<file path="config.mk">
export PLATFORM = sky130hd
export DESIGN_NAME = seq_count_multiplier_flat
export DESIGN_NICKNAME = d
export VERILOG_FILES = /design/src/rtl/seq_count_multiplier_pkg.sv /design/src/rtl/seq_count_multiplier_if.sv /design/src/rtl/seq_count_multiplier_counter.sv /design/src/rtl/seq_count_multiplier.sv /design/src/flat_wrapper.sv
export SDC_FILE = /design/constraint.sdc
export NUM_CORES = 1
export LEC_CHECK = 0
export ABC_AREA = 0
export CORE_MARGIN = 2
export CORE_UTILIZATION = 59
export DETAILED_ROUTE_END_ITERATION = 8
export HOLD_SLACK_MARGIN = 0.03
export PLACE_DENSITY = 0.89
export SETUP_SLACK_MARGIN = 0.1
export SYNTH_ARGS = -nofsm -noshare
export SYNTH_HDL_FRONTEND = slang
export SYNTH_HIERARCHICAL = 1
export SYNTH_SLANG_ARGS = --single-unit
</file>
<file path="constraint.sdc">
create_clock -name fast_clk -period 5.2 [get_ports fast_clk]
set_input_delay 0.52 -clock fast_clk [delete_from_list [all_inputs] [get_ports fast_clk]]
set_output_delay 0.52 -clock fast_clk [all_outputs]
set_load 0.05 [all_outputs]
</file>
<file path="src/rtl/seq_count_multiplier_pkg.sv">
// Shared types and helpers for the sequential shift-add multiplier.
package seq_mult_pkg;

    typedef enum logic [1:0] {
        IDLE = 2'd0,
        RUN  = 2'd1,
        DONE = 2'd2
    } mult_state_t;

    // Width of the product port for a given operand width and result mode.
    function automatic int prod_width(input int width, input int full_product);
        return (full_product != 0) ? 2 * width : width;
    endfunction

endpackage

</file>
<file path="src/rtl/seq_count_multiplier_if.sv">
// Operand/result handshake bundle; master is the producer/consumer side.
interface seq_count_multiplier_if #(
    parameter int WIDTH = 4,
    parameter int PW    = 4
);
    logic             in_valid;
    logic             in_ready;
    logic [WIDTH-1:0] a;
    logic [WIDTH-1:0] b;
    logic             out_valid;
    logic             out_ready;
    logic [PW-1:0]    product;
    logic             overflow;
    logic             busy;

    modport master (
        output in_valid, a, b, out_ready,
        input  in_ready, out_valid, product, overflow, busy
    );

    modport slave (
        input  in_valid, a, b, out_ready,
        output in_ready, out_valid, product, overflow, busy
    );
endinterface

</file>
<file path="src/rtl/seq_count_multiplier_counter.sv">
// Step counter for the RUN phase; last flags the final shift-add step.
module mult_step_counter #(
    parameter int WIDTH = 4
) (
    input  logic fast_clk,
    input  logic rst,
    input  logic clear,
    input  logic enable,
    output logic last
);
    localparam int CW = (WIDTH > 1) ? $clog2(WIDTH) : 1;

    logic [CW-1:0] cnt_q;

    always_ff @(posedge fast_clk) begin
        if (rst || clear)
            cnt_q <= '0;
        else if (enable)
            cnt_q <= cnt_q + CW'(1);
    end

    assign last = (cnt_q == CW'(WIDTH - 1));
endmodule

</file>
<file path="src/rtl/seq_count_multiplier.sv">
// Sequential unsigned multiplier: one shift-add step per cycle for WIDTH cycles,
// result registered on entry to DONE and held until the consumer takes it.
module seq_count_multiplier
    import seq_mult_pkg::*;
#(
    parameter int WIDTH        = 4,
    parameter int FULL_PRODUCT = 0,
    parameter int SATURATE     = 0
) (
    input logic                   fast_clk,
    input logic                   rst,
    seq_count_multiplier_if.slave bus
);
    localparam int PW = prod_width(WIDTH, FULL_PRODUCT);
    localparam int W2 = 2 * WIDTH;

    mult_state_t     state_q;
    logic [W2-1:0]   acc_q;
    logic [W2-1:0]   a_sh_q;
    logic [WIDTH-1:0] b_sh_q;
    logic [PW-1:0]   product_q;
    logic            overflow_q;

    logic            accept;
    logic            last;
    logic [W2-1:0]   acc_next;
    logic [PW-1:0]   result;
    logic            result_ov;

    assign accept   = (state_q == IDLE) && bus.in_valid;
    assign acc_next = acc_q + (b_sh_q[0] ? a_sh_q : '0);

    mult_step_counter #(.WIDTH(WIDTH)) u_cnt (
        .fast_clk (fast_clk),
        .rst      (rst),
        .clear    (accept),
        .enable   (state_q == RUN),
        .last     (last)
    );

    // Result formatting works on acc_next so it can be latched on the final step.
    generate
        if (FULL_PRODUCT != 0) begin : g_full
            assign result    = acc_next;
            assign result_ov = 1'b0;
        end else begin : g_trunc
            logic ov;
            assign ov        = |acc_next[W2-1:WIDTH];
            assign result    = ((SATURATE != 0) && ov) ? '1 : acc_next[WIDTH-1:0];
            assign result_ov = ov;
        end
    endgenerate

    always_ff @(posedge fast_clk) begin
        if (rst) begin
            state_q    <= IDLE;
            acc_q      <= '0;
            a_sh_q     <= '0;
            b_sh_q     <= '0;
            product_q  <= '0;
            overflow_q <= 1'b0;
        end else begin
            case (state_q)
                IDLE: if (bus.in_valid) begin
                    a_sh_q  <= W2'(bus.a);
                    b_sh_q  <= bus.b;
                    acc_q   <= '0;
                    state_q <= RUN;
                end
                RUN: begin
                    acc_q  <= acc_next;
                    a_sh_q <= a_sh_q << 1;
                    b_sh_q <= b_sh_q >> 1;
                    if (last) begin
                        product_q  <= result;
                        overflow_q <= result_ov;
                        state_q    <= DONE;
                    end
                end
                DONE: if (bus.out_ready) state_q <= IDLE;
                default: state_q <= IDLE;
            endcase
        end
    end

    assign bus.in_ready  = (state_q == IDLE);
    assign bus.out_valid = (state_q == DONE);
    assign bus.busy      = (state_q == RUN) || (state_q == DONE);
    assign bus.product   = product_q;
    assign bus.overflow  = overflow_q;
endmodule

</file>
<file path="src/flat_wrapper.sv">
// flat-port wrapper written by rule: the top's interface ports become plain ports
module seq_count_multiplier_flat import seq_mult_pkg::*;
#(
    parameter int WIDTH        = 4,
    parameter int FULL_PRODUCT = 0,
    parameter int SATURATE     = 0
)
  (fast_clk, rst, bus_in_valid, bus_a, bus_b, bus_out_ready, bus_in_ready, bus_out_valid, bus_product, bus_overflow, bus_busy);
  seq_count_multiplier_if #(.WIDTH(WIDTH)) bus_i ();
  input logic fast_clk;
  input logic rst;
  input wire logic [$bits(bus_i.in_valid)-1:0] bus_in_valid;
  input wire logic [$bits(bus_i.a)-1:0] bus_a;
  input wire logic [$bits(bus_i.b)-1:0] bus_b;
  input wire logic [$bits(bus_i.out_ready)-1:0] bus_out_ready;
  output wire logic [$bits(bus_i.in_ready)-1:0] bus_in_ready;
  output wire logic [$bits(bus_i.out_valid)-1:0] bus_out_valid;
  output wire logic [$bits(bus_i.product)-1:0] bus_product;
  output wire logic [$bits(bus_i.overflow)-1:0] bus_overflow;
  output wire logic [$bits(bus_i.busy)-1:0] bus_busy;
  assign bus_i.in_valid = bus_in_valid;
  assign bus_i.a = bus_a;
  assign bus_i.b = bus_b;
  assign bus_i.out_ready = bus_out_ready;
  assign bus_in_ready = bus_i.in_ready;
  assign bus_out_valid = bus_i.out_valid;
  assign bus_product = bus_i.product;
  assign bus_overflow = bus_i.overflow;
  assign bus_busy = bus_i.busy;
  seq_count_multiplier #(.WIDTH(WIDTH), .FULL_PRODUCT(FULL_PRODUCT), .SATURATE(SATURATE)) u_core (.fast_clk(fast_clk), .rst(rst), .bus(bus_i));
endmodule
</file>
==> flow_summary.ini <==
[synthesis]
ys_seq_elements = 29
synth_top_family_by_area = compound AO/OA/AOI/OAI gates
synthArstFlopShare_pct = 0
synth_xor_area_share_pct = 3.26
syn_avg_cell_area_um2 = 9.25
synth_top_area_cell = dfxtp_1
synth_cells = 174
synth_adder_area_share_pct = 9.79
ys.flop_type = dfxtp_1
syn_nets = 198
ys_seq_area_share_pct = 36.1
syn-cell-area_um2 = 1610
yosys.area_share.simple_pct = 19.3
muxShareOfSynthArea_pct = 5.59
synth_area_leaders = dfxtp_1, ha_1, nor2_1
synth_edf_count = 0
synth_compound_gate_area_share_pct = 21.6
yosysWarningCount = 6
yosysTopAreaCellShare_pct = 36.1
synth.distinct_cells = 45

[power]
comb_power_share_pct = 45.3
power_density_nw_per_um2 = 403
swShare_pct = 42.4
leakage_nw = 0.722
internal_power_uw = 424
vdd_ir_drop_max_mv = 0.546
power.share.sequential_pct = 38.4
p_clk_share_pct = 16.4
power_switching_uw = 312

[cts]
tritoncts = done
htree_levels = 2
post_cts_resized = 0
post_cts_buffers = 0
hold_buffers = 0
root_buffer = clkbuf_4
clockBufferDepth = 2
numCtsBuffers = 5
clkTransAtPathRegs_ns = 0.08
worstSkewPairLatency_ns = 0.33
numClockSinks = 29

[die]
dieHeight_um = 56.2
std_cell_rows = 18
ios = 20
start_util_pct = 63.8
dieArea_um2 = 3160
die-width_um = 56.2
fp.coreArea_um2 = 2520

[route]
ant_nets = 0
num_vias = 1312
wl_per_cell_um = 14.8
wirelength_um = 3260
via_per_inst = 5.94
firstDrtPassIters = 4
drtIter0Drc = 49
drc_errors = 0

[global_routing]
antenna_found_initial = 0
grt_max_degree = 31
overflow = 0
grt_pass1_vias = 1312
grt_pass1_wl_um = 5550
track_usage_pct = 22.7

[setup_path]
cp_slowest_stage_delay_ns = 0.46
crit_chain = and2_1 -> ha_1 -> fa_1 -> a211oi_4 -> nor4b_2 -> nor4b_2 -> o2bb2a_4 -> nor2_2
cp_num_buf_inv = 0
critical_path.startpoint_type = register
critPathMaxFanout = 9
arrival_ns = 2.58
crit_family = simple AND/OR/NAND/NOR gates
crit_top_cell = nor4b_2
worstSetupPathType = reg -> reg
end_kind = register
slowest_stage = fa_1
required_ns = 5.39

[sta]
tightest_slew_ns = 1.10
whs_ns = 0.464
rsz0062_at_grt = no
max_slew_margin_pct = 26.6
skew_ns = 0.00956
max_freq_mhz = 417
setup_viol = 0
period_needed_ns = 2.40
finalCritPeriodShare_pct = 46.1
tns_ns = 0
hold_violations = 0
report.final.slew_viol_count = 0

[layout]
area_delta_synth_final_pct = 13.5
design_area_um2 = 1830
drive_above_1_share_pct = 11.5
layout_commonest_cell = dfxtp_1
final_nets = 216
utilization_pct = 72.5
diodes = 0
final_cell_mix = dfxtp_1, nor2_1, clkdlybuf4s50_1

[run_status]
status = complete, no violations

[placement]
dp_hpwl_um = 2430
dpl_cell_area_um2 = 1790
place.gp.congestion = 0.841
port-buffer-count = 19

[run]
max-cap-violations = 0

[min_path]
hold_path_class = reg -> reg
## state kept, by name (all words and copies together), names as in the netlist
name                 cells
u_core/state_q           2
u_core/u_cnt/cnt_q       2
u_core/a_sh_q            8
u_core/b_sh_q            4
u_core/bus.overflow      1
u_core/acc_q             8
u_core/bus.product       4
## Yosys cell counts, drive strengths merged (2+ instances only)
| cell type | n |
|---|---|
| o21ai | 5 |
| inv | 5 |
| dfxtp | 29 |
| nor4b | 2 |
| clkbuf | 4 |
| nor3 | 2 |
| and2 | 9 |
| a22oi | 8 |
| a211oi | 9 |
| o211ai | 2 |
| a21oi | 12 |
| a21o | 3 |
| nand2 | 14 |
| xnor2 | 4 |
| mux2i | 9 |
| xor2 | 2 |
| buf | 3 |
| nor2 | 26 |
| ha | 11 |
## worst min-delay path: stages (launching register included)
cell	delay (ns)
dfxtp_1	0.32
nand2_1	0.05
a21oi_1	0.05
## final cells by class
class	count	area, µm²
Clock inverter	1	5.00
Clock buffer	5	37.5
Timing Repair Buffer	19	190
Fill cell	195	694
Inverter	5	18.8
Multi-Input combinational cell	132	958
Sequential cell	29	581
Tap cell	30	37.5
## cells by family after synthesis
kind of cell | after synthesis
mux | 9
fa+ha+maj | 12
flops | 29
simple gates | 60
xor+xnor | 6
compound gates | 45
buf+inv | 13
## through the flow
| stage | power [mW] | cells | setup slack [ns] |
|---|---|---|---|
| after global routing | 0.781 | 221 | 2.67 |
| after floorplan | 0.549 | 174 | 3.03 |
| after global placement | 0.601 | 215 | 2.94 |
| after detailed placement | 0.618 | 215 | 2.83 |
| after CTS | 0.739 | 221 | 2.80 |
| final | 0.736 | 221 | 2.80 |
## power groups by stage
stage | registers [mW] | clock network, mW | logic, mW
after floorplan | 0.279 | 0 | 0.270
after global placement | 0.283 | 0 | 0.318
final | 0.282 | 0.121 | 0.333
after global routing | 0.287 | 0.135 | 0.359
after CTS | 0.282 | 0.125 | 0.332
after detailed placement | 0.288 | 0 | 0.331
## final timing paths
path / start / slack [ns] / depth (start not counted) / to
hold / removal: u_core/bus.product[1] / 0.46 / 2 / u_core/bus.product[1]
hold reg to reg: u_core/bus.product[1] / 0.46 / 2 / u_core/bus.product[1]
setup reg to reg: u_core/b_sh_q[0] / 2.80 / 8 / u_core/acc_q[6]
setup / recovery: u_core/b_sh_q[0] / 2.80 / 8 / u_core/acc_q[6]
## layer usage
metal / track usage, % / part of all wire, % / up-vias / routed length (µm)
met5: 0 / 0 / - / 0
li1: - / - / 649 / -
met2: 37.3 / 49 / 59 / 1590
met4: 11.9 / 2.5 / 0 / 81
met3: 8.14 / 6.1 / 12 / 200
met1: 25.5 / 43 / 592 / 1390
Power figures use the tool's default switching activity.
==> variant (config.mk and constraints unchanged) <==
`SATURATE` is set to 0 in 2 places; all go to 1.
--- a/src/rtl/seq_count_multiplier.sv
+++ b/src/rtl/seq_count_multiplier.sv
@@ -5,7 +5,7 @@
 #(
     parameter int WIDTH        = 4,
     parameter int FULL_PRODUCT = 0,
-    parameter int SATURATE     = 0
+    parameter int SATURATE     = 1
 ) (
     input logic                   fast_clk,
     input logic                   rst,
--- a/src/flat_wrapper.sv
+++ b/src/flat_wrapper.sv
@@ -3,7 +3,7 @@
 #(
     parameter int WIDTH        = 4,
     parameter int FULL_PRODUCT = 0,
-    parameter int SATURATE     = 0
+    parameter int SATURATE     = 1
 )
   (fast_clk, rst, bus_in_valid, bus_a, bus_b, bus_out_ready, bus_in_ready, bus_out_valid, bus_product, bus_overflow, bus_busy);
   seq_count_multiplier_if #(.WIDTH(WIDTH)) bus_i ();
Function: changed (a bounded check fails within 10 cycles, from zero or initial values and one cycle with rst high).
==> variant against the original RTL <==
  * Via count increased by 1.1%
  * Power increased by 8.4%
  * Synthesized area decreased by 2.6%
  * Routed wire length increased by 1.4%
  * Sequential cell count unchanged
  * Highest routed layer unchanged
  * Sequential share of layout area decreased by 0.26 points
  * Largest cell class unchanged
  * Combinational power increased by 5%
  * Cell area increased by 0.82%
  * Critical path depth decreased by 5
  * Worst hold slack improved by 16 ps
  * Setup slack got worse by 65 ps
==> variant: results (changes against the original RTL) <==
* Overall routed net length at 3310 um (+1.4%)
* Met2 global-route usage at 38.6% (+1.3 points)
* Clk_skew at 11.3 ps (+1.78 ps)
* Max-slew headroom at 27.5% (+0.98 points)
* Met1 usage at 27.1% (+1.6 points)
* Commonest cells in the netlist: dfxtp_1 (29), nor2_1 (24), ha_1 (11), a211oi_1 (10)
* Via Count at 1,326 (+1.1%)
* HP Start: u_core/acc_q[7]$_SDFFE_PP0P_
* Seq pwr share at 36.2% (-2.2 points)
* CP Max Fanout at 8 (-1)
* Register area share after synthesis at 37.0% (+0.98 points)
* Switch Pwr at 329 uW (+5.2%)
* DR WL met2 at 1590 um (+0.25%)
* Crit. Startpoint: u_core/state_q[0]$_SDFFE_PP0P_
* Worst vdd ir at 0.413 mV (-24%)
* Fillers at 189 (-3.1%)
* Total Routing Usage GR at 23.4% (+0.70 points)
* Wire length on met3 at 153 um (-24%)
* Initial core utilization at 62.7% (-1.1 points)
* First-pass GRT wire length at 5620 um (+1.2%)
* Wire length on met1 at 1500 um (+8.3%)
* Met3 Use GR at 6.56% (-1.6 points)
* Run status: complete, no violations
* Yosys warns at 6 (unchanged)
* Mapped Cells at 173 (-0.57%)
* Synth area leaders: dfxtp_1 (37%), ha_1 (8.8%), mux2i_1 (5.7%)
* Placed inst area at 1770 um^2 (-0.70%)
* Clk slew on worst S/H paths at 100 ps (+20 ps)
* Leak Pwr at 0.739 nW (+2.4%)
* Final HPWL DP at 2470 um (+1.7%)
* Worst slack, placed at 2820 ps (-13.2 ps)
* Avg Vias per Cell at 5.95 (+0.16%)
* Largest net degree at the start of global routing at 32 (+3.2%)
* Initial DRC count at 38 (-22%)
* Logic power comb at 351 uW (+5%)
* GP Congestion at 0.888 (+5.6%)
* Worst Path Arrival at 1940 ps (-640 ps)
* Synth unique cells at 41 (-8.9%)
* Syn Nets at 197 (-0.51%)
## variant: cell types whose count changed after synthesis, sizes merged, moves of 2 or more
cell    before  now
a211o        0    2
inv          5    9
nor2        26   24
clkbuf       4    6
o211ai       2    0
nor3         2    5
a21oi       12    8
nand2       14    5
xnor2        4    2
o21a         0    2
nand3b       1    3
nor4b        2    0
## variant: path summary, 6_finish.rpt
check / endpoint / slack [ps] / cells past startpoint
worst max-delay path: bus_in_ready / 2740 / 3
worst min-delay path: u_core/acc_q[7]$_SDFFE_PP0P_ / 480 / 2
worst max register to register: u_core/bus.product[1]$_SDFFE_PP0P_ / 2780 / 7
worst min register to register: u_core/acc_q[7]$_SDFFE_PP0P_ / 480 / 2
## variant: through the flow
step           hold slack [ps]  power (mW)
2_1_floorplan              440       0.555
3_3_place_gp               452       0.622
3_5_place_dp               469       0.643
4_1_cts                    483       0.803
5_1_grt                    525       0.848
6_report                   479       0.798
## variant: cells by family (layout without fill, tap and decap cells)
kind of cell               Yosys count  after routing  synth area share (%)
AOI/OAI and AO/OA                   46             46                  21.3
xor gates and xnor gates             5              5                  2.79
adders and majority gates           12             12                  10.1
buffers and inverters               17             37                  4.07
DFF                                 29             29                  37.0
muxes                                9              9                  5.75
and+or+nand+nor                     55             55                  19.0
## variant: layout make-up
cell class | instances | area, um^2 | share of cell area, %
Clock buffer | 7 | 65.1 | 3.53
Clock inverter | 1 | 5.00 | 0.272
Inverter | 9 | 33.8 | 1.83
Multi-Input combinational cell | 127 | 923 | 50.1
Sequential cell | 29 | 581 | 31.5
Tap cell | 30 | 37.5 | 2.04
Timing Repair Buffer | 20 | 198 | 10.7
## variant: critical path, cell delays in order (launching register included)
cell	delay [ps]
dfxtp_1	340
inv_1	90
ha_1	310
clkdlybuf4s50_1	860
